<file path="src/rtl/can_crc_ctrl_if.sv">
// rtl/can_crc_ctrl_if.sv - bit-stream and status signals of the CAN CRC controller
interface can_crc_ctrl_if;
  logic        bit_en;
  logic        bitin;
  logic        stuff;
  logic        sof;
  logic        crc_start;
  logic        tx_mode;
  logic        abort;
  logic [14:0] crc_reg;
  logic        crc_out;
  logic        busy;
  logic        done;
  logic        crc_ok;
  logic        crc_err;

  modport master (
    output bit_en, bitin, stuff, sof, crc_start, tx_mode, abort,
    input  crc_reg, crc_out, busy, done, crc_ok, crc_err
  );

  modport slave (
    input  bit_en, bitin, stuff, sof, crc_start, tx_mode, abort,
    output crc_reg, crc_out, busy, done, crc_ok, crc_err
  );
endinterface

</file>
<file path="src/rtl/can_crc_ctrl.sv">
// rtl/can_crc_ctrl.sv - CAN CRC-15 generator/checker with transmit and receive CRC field sequencing
module can_crc_ctrl (
  input logic          clock,
  input logic          reset,
  can_crc_ctrl_if.slave bus
);
  localparam logic [2:0] S_IDLE  = 3'd0;
  localparam logic [2:0] S_CALC  = 3'd1;
  localparam logic [2:0] S_TXCRC = 3'd2;
  localparam logic [2:0] S_RXCRC = 3'd3;
  localparam logic [2:0] S_DONE  = 3'd4;

  localparam logic [14:0] CAN_POLY = 15'h4599;

  logic [2:0]  state_q, state_d;
  logic [14:0] crc_q, crc_d;
  logic [3:0]  cnt_q, cnt_d;
  logic        ok_q, ok_d;
  logic        err_q, err_d;
  logic        bit_upd;
  logic [14:0] crc_step;

  function automatic logic [14:0] crc_next(input logic [14:0] c, input logic b);
    logic nxt;
    nxt = b ^ c[14];
    return {c[13:0], 1'b0} ^ (nxt ? CAN_POLY : 15'h0000);
  endfunction

  assign bit_upd  = bus.bit_en & ~bus.stuff;
  assign crc_step = crc_next(crc_q, bus.bitin);

  always_comb begin
    state_d = state_q;
    crc_d   = crc_q;
    cnt_d   = cnt_q;
    ok_d    = ok_q;
    err_d   = err_q;
    if (bus.abort) begin
      state_d = S_IDLE;
      ok_d    = 1'b0;
      err_d   = 1'b0;
    end else if (bus.sof && bus.bit_en) begin
      state_d = S_CALC;
      crc_d   = crc_next(15'h0000, bus.bitin);
      ok_d    = 1'b0;
      err_d   = 1'b0;
    end else begin
      case (state_q)
        S_CALC: begin
          if (bit_upd) crc_d = crc_step;
          // The bit of this clock is folded in before the CRC field starts.
          if (bus.crc_start) begin
            cnt_d   = 4'd15;
            state_d = bus.tx_mode ? S_TXCRC : S_RXCRC;
          end
        end
        S_TXCRC: begin
          if (bit_upd) begin
            crc_d = {crc_q[13:0], 1'b0};
            cnt_d = cnt_q - 4'd1;
            if (cnt_q == 4'd1) state_d = S_DONE;
          end
        end
        S_RXCRC: begin
          if (bit_upd) begin
            crc_d = crc_step;
            cnt_d = cnt_q - 4'd1;
            if (cnt_q == 4'd1) begin
              state_d = S_DONE;
              ok_d    = (crc_step == 15'h0000);
              err_d   = (crc_step != 15'h0000);
            end
          end
        end
        S_DONE:  state_d = S_IDLE;
        default: state_d = S_IDLE;
      endcase
    end
  end

  always_ff @(posedge clock) begin
    if (!reset) begin
      state_q <= S_IDLE;
      crc_q   <= 15'h0000;
      cnt_q   <= 4'd0;
      ok_q    <= 1'b0;
      err_q   <= 1'b0;
    end else begin
      state_q <= state_d;
      crc_q   <= crc_d;
      cnt_q   <= cnt_d;
      ok_q    <= ok_d;
      err_q   <= err_d;
    end
  end

  assign bus.crc_reg = crc_q;
  assign bus.crc_out = (state_q == S_TXCRC) ? crc_q[14] : 1'b0;
  assign bus.busy    = (state_q == S_CALC) || (state_q == S_TXCRC) || (state_q == S_RXCRC);
  assign bus.done    = (state_q == S_DONE);
  assign bus.crc_ok  = ok_q;
  assign bus.crc_err = err_q;
endmodule

</file>
<file path="src/flat_wrapper.sv">
// flat-port wrapper written by rule: the top's interface ports become plain ports
module can_crc_ctrl_flat 
  (clock, reset, bus_bit_en, bus_bitin, bus_stuff, bus_sof, bus_crc_start, bus_tx_mode, bus_abort, bus_crc_reg, bus_crc_out, bus_busy, bus_done, bus_crc_ok, bus_crc_err);
  can_crc_ctrl_if bus_i ();
  input logic clock;
  input logic reset;
  input wire logic [$bits(bus_i.bit_en)-1:0] bus_bit_en;
  input wire logic [$bits(bus_i.bitin)-1:0] bus_bitin;
  input wire logic [$bits(bus_i.stuff)-1:0] bus_stuff;
  input wire logic [$bits(bus_i.sof)-1:0] bus_sof;
  input wire logic [$bits(bus_i.crc_start)-1:0] bus_crc_start;
  input wire logic [$bits(bus_i.tx_mode)-1:0] bus_tx_mode;
  input wire logic [$bits(bus_i.abort)-1:0] bus_abort;
  output wire logic [$bits(bus_i.crc_reg)-1:0] bus_crc_reg;
  output wire logic [$bits(bus_i.crc_out)-1:0] bus_crc_out;
  output wire logic [$bits(bus_i.busy)-1:0] bus_busy;
  output wire logic [$bits(bus_i.done)-1:0] bus_done;
  output wire logic [$bits(bus_i.crc_ok)-1:0] bus_crc_ok;
  output wire logic [$bits(bus_i.crc_err)-1:0] bus_crc_err;
  assign bus_i.bit_en = bus_bit_en;
  assign bus_i.bitin = bus_bitin;
  assign bus_i.stuff = bus_stuff;
  assign bus_i.sof = bus_sof;
  assign bus_i.crc_start = bus_crc_start;
  assign bus_i.tx_mode = bus_tx_mode;
  assign bus_i.abort = bus_abort;
  assign bus_crc_reg = bus_i.crc_reg;
  assign bus_crc_out = bus_i.crc_out;
  assign bus_busy = bus_i.busy;
  assign bus_done = bus_i.done;
  assign bus_crc_ok = bus_i.crc_ok;
  assign bus_crc_err = bus_i.crc_err;
  can_crc_ctrl u_core (.clock(clock), .reset(reset), .bus(bus_i));
endmodule
</file>
<file path="config.mk">
export PLATFORM = sky130hd
export DESIGN_NAME = can_crc_ctrl_flat
export DESIGN_NICKNAME = d
export VERILOG_FILES = /design/src/rtl/can_crc_ctrl_if.sv /design/src/rtl/can_crc_ctrl.sv /design/src/flat_wrapper.sv
export SDC_FILE = /design/constraint.sdc
export NUM_CORES = 1
export LEC_CHECK = 0
export CORE_ASPECT_RATIO = 1.25
export CORE_MARGIN = 8
export CORE_UTILIZATION = 48
export DETAILED_ROUTE_END_ITERATION = 7
export PLACE_DENSITY = 0.82
export RECOVER_POWER = 100
export SYNTH_ARGS = -nofsm -noshare
export SYNTH_HDL_FRONTEND = slang
export SYNTH_SLANG_ARGS = --single-unit
</file>
<file path="constraint.sdc">
create_clock -name clock -period 2.16 [get_ports clock]
set_input_delay 0.432 -clock clock [delete_from_list [all_inputs] [get_ports clock]]
set_output_delay 0.432 -clock clock [all_outputs]
set_load 0.03 [all_outputs]
</file>
==> flow_metrics.py <==
metrics = {
    "run_status": {
        "status": "complete, no violations",
    },
    "clock_tree": {
        "cts_tree": "built",
        "insertion_delay_ns": 0.31,
        "clock_sinks": 24,
        "cts_buffers": 3,
        "clockRootBuffer": "clkbuf_4",
        "clockBufferDepth": 2,
        "postCtsSetupRepairBufs": 0,
        "htree_levels": 1,
        "clkSlewWorstSetupHoldPaths_ns": 0.13,
    },
    "detailed_routing": {
        "drt_pass1_iterations": 4,
        "wl_um": 3191,
        "wire_per_inst_um": 15.20,
        "vias_per_cell": 5.676,
        "vias": 1192,
        "drc": 0,
        "ant_nets": 0,
        "first_iter_violations": 26,
    },
    "layout": {
        "largest_register_ffs": 15,
        "final_cells": 210,
        "areaGrowthSynthToFinish_pct": 28.50,
        "finalNetCount": 189,
        "utilization": 0.6531,
        "antenna_cells": 0,
        "drive_above_1_share": 0.09605,
    },
    "place": {
        "port_buffers": 28,
        "gp_congestion": 0.9255,
        "hpwlAfterDp_um": 2530,
        "dp_cells": 206,
    },
    "sta": {
        "period_share": 0.9316,
        "hold_slack_ns": 0.4826,
        "fin_skew_ns": 0.0009343,
        "relSlewSlack": 0.6557,
        "hold_viol_final": 0,
        "fmax_ghz": 0.4970,
        "worst-slew-pin-transition_ns": 0.5161,
        "rsz0062_at_grt": "false",
        "final.min_clock_period_ns": 2.012,
        "tns_ns": 0,
        "drv_slew": 0,
        "setup_viol": 0,
    },
    "global_route": {
        "grt_max_degree": 14,
        "grt_pass1_wl_um": 5485,
        "grt-ovfl-total": 0,
        "antenna_found_initial": 0,
        "grt_pass1_vias": 1267,
        "grt.total_usage": 0.1563,
    },
    "worst_setup_path": {
        "critPathMaxFanout": 7,
        "critPathKind": "reg2out",
        "critPathLaunchType": "register",
        "arrival_ns": 1.58,
        "worstPathRequired_ns": 1.73,
        "cp-end-kind": "primary output",
    },
    "synthesis": {
        "synthTopCellsByArea": "dfxtp_1 (39%), nand3_1 (7.3%), nand2_1 (5.2%), a32o_1 (4.9%), nor2_1 (3.3%)",
        "synth_warnings": 0,
        "synth_area_sq_um": 1234,
        "synth-seq-cells": 24,
        "synth_nets": 157,
        "yosysSeqAreaShare": 0.3895,
        "synth.avg_cell_area_sq_um": 8.450,
        "synth_top_cell_by_area": "dfxtp_1",
        "synth_top_area_frac": 0.3895,
        "syn_inst": 146,
        "yosysUniqueCellTypes": 36,
    },
    "power_and_ir_drop": {
        "p_leak_nw": 0.6444,
        "power_density_nw_per_um2": 501.8,
        "vdd_ir_drop_max_mv": 0.4208,
        "power_mw": 0.7955,
    },
    "die": {
        "io_pins": 29,
        "die_w_um": 61.35,
        "die_h_um": 72.68,
        "start_util": 0.5082,
        "dieArea_sq_um": 4459,
        "core_area_sq_um": 2427,
        "rows": 20,
    },
    "worst_hold_path": {
        "hold_class": "reg2reg",
    },
    "flow_run": {
        "max_cap_violations": 0,
    },
}
## through the flow
step | setup slack, ns | instance area, sq um
after CTS | 0.04141 | 1593
final | 0.1478 | 1585
after detailed placement | 0.08145 | 1559
after floorplan | 0.5860 | 1234
after global routing | 0.04035 | 1585
after global placement | 0.1150 | 1559
## synth_stat cells
master    instances
o211ai_1          2
dfxtp_1          24
buf_4             1
and2_1            2
nor4_1            3
nand4_1           1
a32o_1            6
nand2_1          17
nor3_1            3
nor2_1           11
a211oi_1          1
inv_1             4
buf_6             1
or3_1             4
ha_1              2
xor2_1            2
o31ai_2           1
or3_2             3
nand3_1          18
clkbuf_1          4
a21oi_1           6
and2_2            1
nor3b_1           2
and2b_2           1
and3b_1           3
o41ai_1           1
nor2b_4           1
nor2b_2           1
and3_1            1
nor2b_1           4
xnor2_2           1
a31oi_1           2
mux2i_1           4
a311oi_1          2
o21ai_0           4
o21a_1            2
## metal layers
| layer | GRT usage | vias up | part of all wire |
|---|---|---|---|
| li1 | - | 598 | - |
| met1 | 0.1701 | 551 | 0.42 |
| met2 | 0.2751 | 35 | 0.52 |
| met3 | 0.03704 | 8 | 0.045 |
| met4 | 0.06345 | 0 | 0.018 |
| met5 | 0 | - | 0 |
## where the power goes
group / leakage [nW] / internal, mW / total, mW / switching, mW
clock network: 0.0210 / 0.103 / 0.240 / 0.137
registers: 0.194 / 0.448 / 0.454 / 0.00566
logic: 0.430 / 0.0441 / 0.101 / 0.0573
## timing repair
action / CTS / global route
endpoints found under the setup margin: 2 / 1
endpoints found under the hold margin: 0 / 0
hold buffers: 0 / 0
gates resized for setup: 2 / 1
## worst paths after layout
| kind | start | to | slack (ns) | depth (start not counted) |
|---|---|---|---|---|
| max | u_core.state_q[1] | bus_crc_out | 0.15 | 3 |
| max reg2reg | u_core.cnt_q[0] | u_core.bus.crc_err | 0.36 | 5 |
| min | u_core.bus.crc_ok | u_core.bus.crc_ok | 0.48 | 2 |
| min reg2reg | u_core.bus.crc_ok | u_core.bus.crc_ok | 0.48 | 2 |
## critical path, cell delays in order (launching register included)
cell           delay, ns
dfxtp_1             0.45
and2b_1             0.24
and3b_1             0.17
dlygate4sd2_1       0.40
## layout make-up
class / count / area, sq um
timing repair buffer: 33 / 309.0
clock buffer: 4 / 36.28
multi-input combinational: 112 / 703.2
sequential: 24 / 480.5
tap: 33 / 41.29
inverter: 4 / 15.01
fill: 212 / 842.1
## layout by cell type, fill, tap and decap left out, types with 3 or more instances in the layout
master            n
buf_4             5
dlygate4sd3_1    18
nand3_1          18
nor4_1            3
o21ai_0           4
nor2b_1           4
or3_2             3
nand2_1          17
clkdlybuf4s50_1   7
and3b_1           3
a32o_1            6
nor2_1           11
mux2i_1           4
or3_1             4
dfxtp_1          24
inv_1             4
clkbuf_4          3
nor3_1            3
a21oi_1           6
## cells by family after synthesis
group,count (synthesis),share of synthesized area
and+or+nand+nor,76,0.3296
AOI/OAI and AO/OA,27,0.1613
DFF,24,0.3895
buffers and inverters,10,0.03955
muxes,4,0.03246
xor gates and xnor gates,3,0.02739
adders and majority gates,2,0.02028
No activity file was read; power rests on OpenSTA's default activity.
